==> src/rtl/bram_req_ctrl.sv <==
// Request front-end for one bram_block port: turns a valid/ready request stream
// into raw BRAM port signals and queues registered read data in a response FIFO.
module bram_req_ctrl #(
  parameter int WIDTH      = 32,
  parameter int DEPTH      = 32,
  parameter int RESP_DEPTH = 3,
  localparam int AW        = $clog2(DEPTH),
  localparam int CW        = $clog2(RESP_DEPTH + 1)
) (
  input  logic             clk,
  input  logic             reset,
  input  logic             req_valid,
  output logic             req_ready,
  input  logic             req_we,
  input  logic [AW-1:0]    req_addr,
  input  logic [WIDTH-1:0] req_wdata,
  output logic             resp_valid,
  input  logic             resp_ready,
  output logic [WIDTH-1:0] resp_rdata,
  output logic [AW-1:0]    bram_addr,
  output logic             bram_we,
  output logic [WIDTH-1:0] bram_din,
  input  logic [WIDTH-1:0] bram_dout,
  output logic [CW-1:0]    resp_count
);

  localparam int PW = (RESP_DEPTH > 1) ? $clog2(RESP_DEPTH) : 1;

  logic [WIDTH-1:0] mem [RESP_DEPTH];
  logic [PW-1:0]    rd_ptr;
  logic [PW-1:0]    wr_ptr;
  logic [CW-1:0]    count;
  logic             inflight;
  logic             fire;
  logic             push;
  logic             pop;
  logic [CW:0]      credit_used;

  function automatic logic [PW-1:0] ptr_inc(input logic [PW-1:0] p);
    return (p == PW'(RESP_DEPTH - 1)) ? '0 : p + PW'(1);
  endfunction

  // A read in flight already owns a FIFO slot, so it is counted against the credit.
  assign credit_used = {1'b0, count} + {{CW{1'b0}}, inflight};
  assign req_ready   = !reset && (credit_used < (CW+1)'(RESP_DEPTH));
  assign fire        = req_valid && req_ready;

  assign bram_addr   = req_addr;
  assign bram_din    = req_wdata;
  assign bram_we     = fire && req_we;

  assign push        = inflight;
  assign resp_valid  = (count != '0);
  assign pop         = resp_valid && resp_ready;
  assign resp_rdata  = resp_valid ? mem[rd_ptr] : '0;
  assign resp_count  = count;

  always_ff @(posedge clk or posedge reset) begin
    if (reset) begin
      inflight <= 1'b0;
      rd_ptr   <= '0;
      wr_ptr   <= '0;
      count    <= '0;
    end else begin
      inflight <= fire && !req_we;
      if (push) wr_ptr <= ptr_inc(wr_ptr);
      if (pop)  rd_ptr <= ptr_inc(rd_ptr);
      case ({push, pop})
        2'b10:   count <= count + CW'(1);
        2'b01:   count <= count - CW'(1);
        default: count <= count;
      endcase
    end
  end

  // Storage is not reset; entries are only visible once counted.
  always_ff @(posedge clk) begin
    if (push) mem[wr_ptr] <= bram_dout;
  end

`ifndef SYNTHESIS
  a_count_bound: assert property (@(posedge clk) disable iff (reset)
    count <= CW'(RESP_DEPTH));
  a_push_not_full: assert property (@(posedge clk) disable iff (reset)
    push |-> (count < CW'(RESP_DEPTH) || pop));
`endif

endmodule
==> config.mk <==
export PLATFORM = sky130hd
export DESIGN_NAME = bram_req_ctrl
export DESIGN_NICKNAME = d
export VERILOG_FILES = /design/src/rtl/bram_req_ctrl.sv
export SDC_FILE = /design/constraint.sdc
export NUM_CORES = 1
export LEC_CHECK = 0
export CAP_MARGIN = 40
export CORE_MARGIN = 5
export CORE_UTILIZATION = 43
export CTS_BUF_LIST = sky130_fd_sc_hd__clkbuf_8
export CTS_CLUSTER_DIAMETER = 200
export DETAILED_ROUTE_END_ITERATION = 8
export PLACE_DENSITY = 0.79
export SYNTH_ARGS = -nofsm -noshare
export SYNTH_HDL_FRONTEND = slang
export SYNTH_SLANG_ARGS = --single-unit
==> constraint.sdc <==
create_clock -name clk -period 2.3 [get_ports clk]
set_input_delay 0.46 -clock clk [delete_from_list [all_inputs] [get_ports clk]]
set_output_delay 0.46 -clock clk [all_outputs]
set_load 0.005 [all_outputs]
==> results.md <==
* Min Tclk post-route at 2.27 ns
* Total power at 0.00592 W
* Worst stage delay on the critical path at 0.46 ns
* Gr usage total at 14.0%
* Number of synthesized flops with an enable pin at 96
* Htree depth at 3
* Layout cell share with drive strength beyond 1 at 30.3%
* Sequential Power Share at 39.2%
* Die height at 113 um
* I/O Buffers at 73
* Crit share post-route at 98.7%
* Io pins at 148
* Area leader, netlist: edfxtp_1
* Most common library cells after synthesis: 96 x edfxtp_1, 40 x buf_4, 37 x nor2_1, 32 x mux2i_1, 27 x mux2_4
* TritonCTS Buffers at 9
* Initial DRC Count at 56
* Kind of critical path: reg -> out
* Int Pwr at 0.00409 W
* Data arrival, critical path at 1.81 ns
* Sink Count at 103
* Initial antenna violation count at 0
* Outcome: finished, final reports clean
* Worst min path class: in -> async
* Final Setup Violations at 0
* Fmax at 440 MHz
* Crit-path slowest cell: dfrtp_2
* Part of the power in the clock network at 17.5%
* Worst rel slew slack at 61.1%
* Post-CTS Hold Fix Bufs at 0
* Root buf cell: clkbuf_8
* Synth Instances at 276
* Max cap viols at 0
* Synthesized area at 4520 um2
* Fillers at 906
* Core area at 10,300 um2
* Sw Ratio at 31.0%
* Die footprint at 12,700 um2
* Layout Nets at 412
* Via count at 2,308
* Skew-Pair Late Insertion Delay at 0.36 ns
* Total gr overflow at 0
* Clock Path Buffers at 2
* N_diodes at 0
* Power density cells at 1080 nW/um2
* Non-Filler Instances at 476
* VDD IR-drop max at 0.451 mV
* Largest net degree at the start of global routing at 19
* Final wirelength at 8680 um
* Flop and latch count out of synthesis at 103
* Most common cell in the netlist: edfxtp_1
* Synthesized area per cell at 16.4 um2
* Yosys top cell area share at 63.8%
* Slew of the pin with the lowest slew margin at 0.582 ns
* Count of cell types in the netlist at 24
* R2R Setup Slk at 0.54 ns
* Initial Util at 44.0%
* Area delta synth->final at 21.5%
* Async S/R FF share, synth at 6.80%
* RSZ-0062 raised after global routing: yes
* Pleak at 2.06 nW
* Vias per inst at 4.85
* DP Wirelength at 5630 um
* CTS tree: yes
* Vias in the first global route at 2,548
* Slew Limit Fails at 0
* Top_reg_cell synth: edfxtp_1
* Clock transition at path regs at 0.10 ns
* Final hold vios at 0
* CP Launch Point: rd_ptr[0]$_DFFE_PP0P_
* Seq/Total Area, Yosys at 67.6%
* RePlAce Congestion at 0.686
* Top Family by Delay on Critical Path: buffers and inverters
* DR pass1 iterations at 4
* Crit end category: output pin
* CP startpoint kind: register
* Yosys warns at 0
* Row count at 37
* Worst Skew at 0.0100 ns
* FF-to-FF Start: inflight$_DFF_PP0_
* Drt wl/cell at 18.2 um
* Worst Path Max Fanout at 6
* Placed insts at 449
* Crit path buf inv count at 4
* RR Endpoint: mem[0][25]$_DFFE_PP_
* Synth top area cells: edfxtp_1 64%, mux2_4 9.0%, mux2i_1 7.1%
* DIE WIDTH at 113 um
* Critical path depth at 7
* P_sw at 0.00183 W
* DRT antenna net count at 0
* Comb pwr share at 43.2%
* First-pass GRT wire length at 13,400 um
* Synth Net Count at 353
* Cells along the critical path: buf_12, buf_16, buf_8, mux2_4, mux2i_1, nor2_1, buf_2
* CP required at 1.84 ns
* Residual DRC at 0
* R2R cell count at 5
[cell type report]
cell class                 instances  area [um2]  area share (%)
sequential                       103        3060            55.7
multi-input combinational        120        1110            20.3
timing repair buffer              96         952            17.3
tap                              136         170            3.10
clock buffer                       9         124            2.26
clock inverter                     7        55.1            1.00
inverter                           5        18.8           0.342
[state kept, by name, summed over array words and instances (netlist names)]
register    flops
inflight        1
mem            96
rd_ptr          2
resp_count      2
wr_ptr          2
[how the worst max path moves through the flow]
stage | slack (ns) | end
3_3_place_gp | -0.001 | bram_we
4_1_cts | -0.14 | resp_rdata[30]
2_1_floorplan | -0.03 | mem[1][0]$_DFFE_PP_
3_5_place_dp | -0.08 | bram_we
6_report | 0.03 | resp_rdata[19]
5_1_grt | -0.09 | resp_rdata[31]
[stage by stage]
step	hold slack (ns)	area [um2]	util, %	setup WS, ns	setup TNS (ns)
after floorplan	0.263	4520	-	-0.0274	-1.75
after global placement	0.472	5240	51.0	-0.00103	-0.00103
after detailed placement	0.495	5240	51.0	-0.0838	-0.0838
after CTS	0.353	5540	53.9	-0.144	-0.552
after global routing	0.400	5490	53.4	-0.0862	-0.444
final	0.415	5490	53.4	0.0294	0
[routing by layer]
layer / share of wire, % / GRT usage, % / vias up
li1: - / - / 1076
met1: 38 / 15.2 / 1131
met2: 53 / 24.8 / 57
met3: 5.1 / 3.99 / 44
met4: 4.3 / 7.05 / 0
met5: 0 / 0 / -
[power by group through the flow]
stage	sequential, W	combinational [W]	clock [W]
after floorplan	0.00231	0.00145	0
after global placement	0.00235	0.00256	0
after detailed placement	0.00236	0.00257	0
after CTS	0.00233	0.00263	0.00108
after global routing	0.00234	0.00279	0.00119
final	0.00232	0.00256	0.00104
[timing repair]
item | CTS | global route
gates cloned | 2 | 0
gates resized for setup | 77 | 30
pin swaps | 3 | 7
buffers inserted | 8 | 3
endpoints found under the setup margin | 34 | 23
[kinds of logic after synthesis]
logic type	count (synthesis)	synth area share, %
simple gates	44	3.87
buf+inv	53	8.91
xor+xnor	3	0.581
mux	64	17.3
fa+ha+maj	3	0.830
compound gates	6	0.885
flops	103	67.6
[cells in the final DEF, fill, tap and decap left out, types with 5 or more instances in the layout]
| cell type | synthesis | layout |
|---|---|---|
| buf_4 | 40 | 9 |
| buf_12 | 2 | 9 |
| clkbuf_8 | 0 | 9 |
| inv_1 | 5 | 5 |
| edfxtp_1 | 96 | 96 |
| mux2i_1 | 32 | 32 |
| mux2_4 | 27 | 27 |
| dfrtp_1 | 7 | 5 |
| mux2_2 | 5 | 5 |
| dlygate4sd2_1 | 0 | 7 |
| nor2_1 | 37 | 34 |
| buf_2 | 2 | 8 |
| clkbuf_2 | 0 | 15 |
| clkdlybuf4s50_1 | 0 | 39 |
No activity file was read; power rests on OpenSTA's default activity.
